==> src/rtl/group_sched_if.sv <==
// group_sched_if: start/source/grouping-datapath signal bundle for group_sched
interface group_sched_if #(
    parameter int WIDTH_D = 27
);
    logic               i_start;
    logic               i_src_valid;
    logic [WIDTH_D-1:0] i_src_data;
    logic               o_src_ready;
    logic               o_vsync;
    logic               o_hsync;
    logic               o_reuse;
    logic               o_valid;
    logic [WIDTH_D-1:0] o_tdata;
    logic               o_busy;
    logic               o_done;
    modport master (
        output i_start, i_src_valid, i_src_data,
        input  o_src_ready, o_vsync, o_hsync, o_reuse, o_valid, o_tdata, o_busy, o_done
    );
    modport slave (
        input  i_start, i_src_valid, i_src_data,
        output o_src_ready, o_vsync, o_hsync, o_reuse, o_valid, o_tdata, o_busy, o_done
    );
endinterface

==> src/rtl/group_sched.sv <==
// group_sched: frame/row sequencer feeding SIZE rows of SIZE*CHANNEL beats, then one flush row
module group_sched #(
    parameter int WIDTH_D = 27,
    parameter int SIZE    = 56,
    parameter int CHANNEL = 64,
    parameter int PADWAIT = 21
) (
    input logic          i_sclk,
    input logic          i_rstn,
    group_sched_if.slave bus
);
    typedef enum logic [2:0] {IDLE, VSYNC, HSYNC, DATA, PAD, FLUSH, DONE} state_t;
    localparam int BEATS = SIZE * CHANNEL;
    localparam int BW = $clog2(BEATS - 1) + 1;
    localparam int RW = $clog2(SIZE) + 1;
    localparam int PW = $clog2(PADWAIT - 1) + 1;
    localparam logic [BW-1:0] BEAT_LAST = BW'(BEATS - 1);
    localparam logic [RW-1:0] ROW_FLUSH = RW'(SIZE);
    localparam logic [PW-1:0] PAD_LAST  = PW'(PADWAIT - 1);
    state_t          state, state_nx;
    logic [BW-1:0]   beat_cnt;
    logic [RW-1:0]   row_cnt;
    logic [PW-1:0]   pad_cnt;
    logic            beat_last, pad_last, flush_row, hs;
    assign beat_last = beat_cnt == BEAT_LAST;
    assign pad_last  = pad_cnt == PAD_LAST;
    assign flush_row = row_cnt == ROW_FLUSH;
    assign hs        = state == DATA && bus.i_src_valid;
    // state register
    always_ff @(posedge i_sclk or negedge i_rstn) begin
        if (!i_rstn) state <= IDLE;
        else         state <= state_nx;
    end
    // beat counts handshakes in DATA and plain cycles in FLUSH; row advances as each PAD ends
    always_ff @(posedge i_sclk or negedge i_rstn) begin
        if (!i_rstn) begin
            beat_cnt <= '0;
            row_cnt  <= '0;
            pad_cnt  <= '0;
        end else begin
            if (state == VSYNC) row_cnt <= '0;
            else if (state == PAD && pad_last) row_cnt <= row_cnt + RW'(1);
            if (hs || state == FLUSH) beat_cnt <= beat_last ? '0 : beat_cnt + BW'(1);
            if (state == PAD) pad_cnt <= pad_last ? '0 : pad_cnt + PW'(1);
        end
    end
    // next-state decode
    always_comb begin
        state_nx = state;
        case (state)
            IDLE:    state_nx = bus.i_start ? VSYNC : IDLE;
            VSYNC:   state_nx = HSYNC;
            HSYNC:   state_nx = flush_row ? FLUSH : DATA;
            DATA:    state_nx = hs && beat_last ? PAD : DATA;
            FLUSH:   state_nx = beat_last ? PAD : FLUSH;
            PAD:     state_nx = pad_last ? (flush_row ? DONE : HSYNC) : PAD;
            DONE:    state_nx = IDLE;
            default: state_nx = IDLE;
        endcase
    end
    // control outputs decoded from the state register only
    always_comb begin
        bus.o_src_ready = state == DATA;
        bus.o_vsync     = state == VSYNC;
        bus.o_hsync     = state == HSYNC;
        bus.o_reuse     = (state == HSYNC || state == FLUSH || state == PAD) && flush_row;
        bus.o_busy      = state != IDLE;
        bus.o_done      = state == DONE;
    end
    // accepted word is presented one cycle after its handshake; tdata holds otherwise
    always_ff @(posedge i_sclk or negedge i_rstn) begin
        if (!i_rstn) begin
            bus.o_valid <= 1'b0;
            bus.o_tdata <= '0;
        end else begin
            bus.o_valid <= hs;
            if (hs) bus.o_tdata <= bus.i_src_data;
        end
    end
endmodule

==> src/flat_wrapper.sv <==
// flat-port wrapper written by rule: the top's interface ports become plain ports
module group_sched_flat 
#(
    parameter int WIDTH_D = 27,
    parameter int SIZE    = 56,
    parameter int CHANNEL = 64,
    parameter int PADWAIT = 21
)
  (i_sclk, i_rstn, bus_i_start, bus_i_src_valid, bus_i_src_data, bus_o_src_ready, bus_o_vsync, bus_o_hsync, bus_o_reuse, bus_o_valid, bus_o_tdata, bus_o_busy, bus_o_done);
  group_sched_if #(.WIDTH_D(WIDTH_D)) bus_i ();
  input logic i_sclk;
  input logic i_rstn;
  input wire logic [$bits(bus_i.i_start)-1:0] bus_i_start;
  input wire logic [$bits(bus_i.i_src_valid)-1:0] bus_i_src_valid;
  input wire logic [$bits(bus_i.i_src_data)-1:0] bus_i_src_data;
  output wire logic [$bits(bus_i.o_src_ready)-1:0] bus_o_src_ready;
  output wire logic [$bits(bus_i.o_vsync)-1:0] bus_o_vsync;
  output wire logic [$bits(bus_i.o_hsync)-1:0] bus_o_hsync;
  output wire logic [$bits(bus_i.o_reuse)-1:0] bus_o_reuse;
  output wire logic [$bits(bus_i.o_valid)-1:0] bus_o_valid;
  output wire logic [$bits(bus_i.o_tdata)-1:0] bus_o_tdata;
  output wire logic [$bits(bus_i.o_busy)-1:0] bus_o_busy;
  output wire logic [$bits(bus_i.o_done)-1:0] bus_o_done;
  assign bus_i.i_start = bus_i_start;
  assign bus_i.i_src_valid = bus_i_src_valid;
  assign bus_i.i_src_data = bus_i_src_data;
  assign bus_o_src_ready = bus_i.o_src_ready;
  assign bus_o_vsync = bus_i.o_vsync;
  assign bus_o_hsync = bus_i.o_hsync;
  assign bus_o_reuse = bus_i.o_reuse;
  assign bus_o_valid = bus_i.o_valid;
  assign bus_o_tdata = bus_i.o_tdata;
  assign bus_o_busy = bus_i.o_busy;
  assign bus_o_done = bus_i.o_done;
  group_sched #(.WIDTH_D(WIDTH_D), .SIZE(SIZE), .CHANNEL(CHANNEL), .PADWAIT(PADWAIT)) u_core (.i_sclk(i_sclk), .i_rstn(i_rstn), .bus(bus_i));
endmodule
==> config.mk <==
export PLATFORM = sky130hd
export DESIGN_NAME = group_sched_flat
export DESIGN_NICKNAME = d
export VERILOG_FILES = /design/src/rtl/group_sched_if.sv /design/src/rtl/group_sched.sv /design/src/flat_wrapper.sv
export SDC_FILE = /design/constraint.sdc
export NUM_CORES = 1
export LEC_CHECK = 0
export CAP_MARGIN = 20
export CORE_MARGIN = 2
export CORE_UTILIZATION = 50
export CTS_BUF_LIST = sky130_fd_sc_hd__clkbuf_8
export DETAILED_ROUTE_END_ITERATION = 7
export PLACE_DENSITY = 0.85
export SYNTH_ARGS = -nofsm -noshare
export SYNTH_HDL_FRONTEND = slang
export SYNTH_SLANG_ARGS = --single-unit
==> constraint.sdc <==
create_clock -name i_sclk -period 4.5 [get_ports i_sclk]
set_input_delay 0.675 -clock i_sclk [delete_from_list [all_inputs] [get_ports i_sclk]]
set_output_delay 0.675 -clock i_sclk [all_outputs]
set_load 0.005 [all_outputs]
# Yosys cells after proc, flatten, opt, wreduce, memory -nomap -nowiden
# Index checks and enable logic that the tools add are counted.
# totals
input_bits	31
romBits	0
elab_cells	39
latch_bits	0
mem_count	0
ramBits	0
register_bits	57
# op_classes
muxes	11
add_sub_neg	3
reduce_logical	10
n_lt_le_gt_ge	0
n_div	0
shift	0
eq_ne	9
bitwise_logic	0
mul	0
# op_table
operator	n
case mux 3 bit (6 select lines)	1
two-way mux 7 bit	2
adder 13 x 1 -> 13 bit, second input constant	1
== test 13 x 12 -> 1 bit, second input constant	1
two-way mux 13 bit	1
two-way mux 3 bit	4
== test 3 bit, second input constant	3
adder 7 x 1 -> 7 bit, second input constant	1
== test 7 x 6 -> 1 bit, second input constant	1
adder 6 x 1 -> 6 bit, second input constant	1
== test 3 x 2 -> 1 bit, second input constant	2
== test 6 x 5 -> 1 bit, second input constant	1
two-way mux 6 bit	1
logical AND 1 bit	4
== test 3 x 1 -> 1 bit, second input constant	1
logical NOT 3 bit	1
logical OR 1 bit	3
nonzero test 3 bit	1
two-way mux 1 bit	2
nonzero test 2 bit	1

# Logic depth before layout (Yosys ltp)
# depth
depth_word	5
depth_mapped	7
ltp_nobuf	6

# Worst setup path before layout
# OpenSTA, ideal clock, no wires.
# synth_path
path_type	reg-to-output
startpoint	reg u_core.state[1]
endpoint	out bus_o_vsync
path_slack_ns	2.691
n_path_buf	1
arrival_time_ns	1.134
required_ns	3.825
stages_incl_launch_ff	3
path_cell_list	dfrtp_1 > buf_4 > nor3b_1
# synth_via
elab_chain_cells	1
# synth_rtl
item	line_no	source
from (decl)	group_sched.sv:20	state_t state, state_nx;
from (signal assigned)	group_sched.sv:32	else state <= state_nx;
== test 3 x 1 -> 1 bit	group_sched.sv:64	bus.o_vsync = state == VSYNC;
to (decl)	flat_wrapper.sv:17	output wire logic [$bits(bus_i.o_vsync)-1:0] bus_o_vsync;
# No other way between the ends.

# Worst setup path in the final report
# Same ends and word-level chain as after synthesis.

==> results.json <==
{
  "synth_sequential_area_ratio": 0.5357,
  "worst_ep_required_time_ns": 3.83,
  "1st_pass_router_iterations": 5,
  "synth_cell_count_leaders": "104 x nand2_1, 57 x dfrtp_1, 18 x o21ai_0",
  "synth-warning-count": 0,
  "synth_top_flop_cell": "dfrtp_1",
  "final_period_minus_worst_setup_slack_ns": 2.988,
  "crit_path_top_delay_cell": "nor3b_1",
  "synthDominantCellAreaShare": 0.5357,
  "place.gp.congestion": 0.8805,
  "maximum_number_of_pins_on_one_net_before_global_route_repair": 58,
  "post_synth_main_area_contributors": "dfrtp_1 54%, nand2_1 15%, o21ai_0 3.4%",
  "final-max-slew-violation-count": 0,
  "cell_area_after_synthesis_um2": 2663,
  "fin_skew_ns": 0.005840,
  "maxClockFrequency_mhz": 334.7,
  "cts_buffer_depth": 2,
  "nNetsFinal": 396,
  "worst_hold_path_type": "primary input to asynchronous set/reset pin",
  "ys_async_sr_fraction": 1.000,
  "tritoncts": "done",
  "start_util": 0.5213,
  "grt_antenna_before_repair": 0,
  "layout-drive-gt1-share": 0.07671,
  "clk_root_buffer_cell": "clkbuf_8",
  "synthDominantAreaCellType": "dfrtp_1",
  "final_critical_path_setup_slack_ns": 1.512,
  "initialDrtViolationCount": 126,
  "syn_inst": 296,
  "synth-edff-count": 0,
  "detailedPlace.worstSlack_ns": 1.661,
  "via_per_inst": 5.223,
  "worst_setup_hold_path_clk_slew_ns": 0.07,
  "io_pins": 65,
  "route.final.wire_length_um": 5712,
  "cts_resized": 0,
  "period_share": 0.6640,
  "timing.critical_path.slowest_cell_delay_ns": 0.84,
  "cts.htree.levels": 3,
  "cts.repair_timing.setup_buffer_count": 0,
  "rsz0062_at_grt": "false",
  "ir_drop_mv": 0.2555,
  "die-height_um": 76.98,
  "placementRows": 26,
  "grt_first_pass_wirelength_um": 9908,
  "worstPathMaxFanout": 13,
  "synth_most_common_cell": "nand2_1",
  "die_width_um": 76.98,
  "dieArea_um2": 5925,
  "worstSetupPathType": "register to primary output",
  "timing.critical_path.from_type": "register",
  "setup.worst_path.end_class": "primary output",
  "final-hold-violation-count": 0,
  "critical_path.cell_chain": "nor3b_1 -> clkdlybuf4s50_1",
  "antennaDiodeCount": 0,
  "setup_viol_count_final": 0,
  "synth-seq-cells": 57,
  "dpl.hpwl_um": 3909,
  "timing.slew.headroom": 0.3603,
  "max_cap_violation_count": 0,
  "syn-mean-instance-area_um2": 8.995,
  "cts-hold-fix-buffers": 0,
  "worst-slew-pin-transition_ns": 0.9575,
  "via_count": 2272,
  "combined_global_route_utilization_of_all_metal_layers": 0.2122,
  "outcome": "completed",
  "area.growth.synth_to_final_pct": 34.54,
  "cts_made_buffers": 9,
  "ys_types": 40,
  "vias_in_the_first_global_route": 2156,
  "buffer_ports.inserted": 64,
  "postSynthNetCount": 332,
  "clkSinkCount": 57,
  "detail_route.drc_violations": 0,
  "setup-tns-final_ns": 0,
  "globalRoute.totalOverflow": 0,
  "cp.arrival_ns": 2.31,
  "fp.coreArea_um2": 5107,
  "power.density_cell_area_nw_per_um2": 426.2,
  "worst_skew_pair_later_pin_latency_ns": 0.33,
  "power.leakage_nw": 1.662,
  "wl_per_cell_um": 13.13,
  "detail-route-antenna-nets": 0
}
-- flip-flops by register name, indices dropped and copies added, names as in the netlist --
register / flops
u_core.state: 3
u_core.bus.o_valid: 1
u_core.beat_cnt: 13
u_core.row_cnt: 7
u_core.pad_cnt: 6
u_core.bus.o_tdata: 27
-- power breakdown --
group          switching (mW)  total (mW)  leakage, nW  internal, mW
clock network           0.200       0.580        0.124         0.380
logic                   0.128       0.294        0.825         0.166
registers              0.0642       0.653        0.714         0.589
total                   0.392        1.53         1.66          1.13
-- placed cells by master (no fill, tap or decap), types with 2 or more instances in the layout --
master | netlist | final
nor3b_1 | 2 | 2
dfrtp_1 | 57 | 57
nor3_1 | 5 | 5
and3b_2 | 2 | 2
o21ai_0 | 18 | 18
ha_1 | 5 | 5
nand3_1 | 14 | 14
a21oi_1 | 7 | 7
xor2_1 | 2 | 2
or2_2 | 2 | 2
clkdlybuf4s50_1 | 0 | 63
and3_1 | 2 | 2
nor2_1 | 11 | 11
nand4_1 | 2 | 2
o31ai_1 | 4 | 4
o211ai_1 | 2 | 2
buf_4 | 3 | 2
or4_1 | 3 | 3
bufinv_16 | 0 | 3
xnor2_1 | 6 | 6
inv_1 | 8 | 9
clkbuf_8 | 0 | 10
and4_1 | 2 | 2
nor2b_1 | 4 | 4
a21o_1 | 3 | 3
or3_1 | 5 | 5
nand2_1 | 104 | 104
-- metal layers --
layer / vias up / global-route usage / share of wire
met4: 0 / 0.1179 / 0.020
met3: 10 / 0.06706 / 0.063
li1: 1118 / - / -
met1: 1075 / 0.2583 / 0.43
met2: 69 / 0.3351 / 0.48
met5: - / 0 / 0
-- cell families after synthesis --
kind of cell    after synthesis  synth area share
compound gates               36           0.07848
buf+inv                      22           0.03618
mux                           2          0.007989
fa+ha+maj                     5           0.02350
simple gates                166            0.2918
flops                        57            0.5357
xor+xnor                      8           0.02632
-- path summary, 6_finish.rpt --
check                                          from                      to  slack [ns]  depth (start not counted)
worst max-delay path                u_core.state[1]             bus_o_vsync        1.51                          2
worst min-delay path                         i_rstn  u_core.bus.o_tdata[15]        0.47                          2
worst max register to register      u_core.state[1]      u_core.beat_cnt[7]        2.08                          7
worst min register to register  u_core.beat_cnt[12]     u_core.beat_cnt[12]        0.47                          1
max in group asynchronous                    i_rstn  u_core.bus.o_tdata[25]        3.54                          2
min in group i_sclk             u_core.beat_cnt[12]     u_core.beat_cnt[12]        0.47                          1
-- area by class of cell --
| type | count | area (um^2) |
|---|---|---|
| fillers | 363 | 1525 |
| flip-flops and latches | 57 | 1426 |
| multi-input cells | 217 | 1140 |
| repair buffers | 66 | 650.6 |
| clock buffers | 10 | 137.6 |
| clock inverters | 6 | 106.4 |
| well taps | 70 | 87.58 |
| inverters | 9 | 33.78 |
-- worst max-delay path, delay by kind of cell (launching register included) --
| family | cells | cell delay [ns] |
|---|---|---|
| flops | 1 | 0.50 |
| buf+inv | 1 | 0.65 |
| simple gates | 1 | 0.84 |
-- per-stage QoR --
| stage | power (mW) | hold WS (ns) | util | cell area (um^2) | std cells |
|---|---|---|---|---|---|
| detailed placement | 0.9564 | 0.4535 | 0.6536 | 3338 | 419 |
| global route | 1.601 | 0.4773 | 0.7014 | 3582 | 435 |
| global placement | 0.9441 | 0.4565 | 0.6536 | 3338 | 419 |
| floorplan | 0.7814 | 0.3794 | - | 2663 | 296 |
| CTS | 1.541 | 0.4678 | 0.7014 | 3582 | 435 |
| finish | 1.527 | 0.4722 | 0.7014 | 3582 | 435 |
Note: power is estimated with default switching activity, not from simulation.
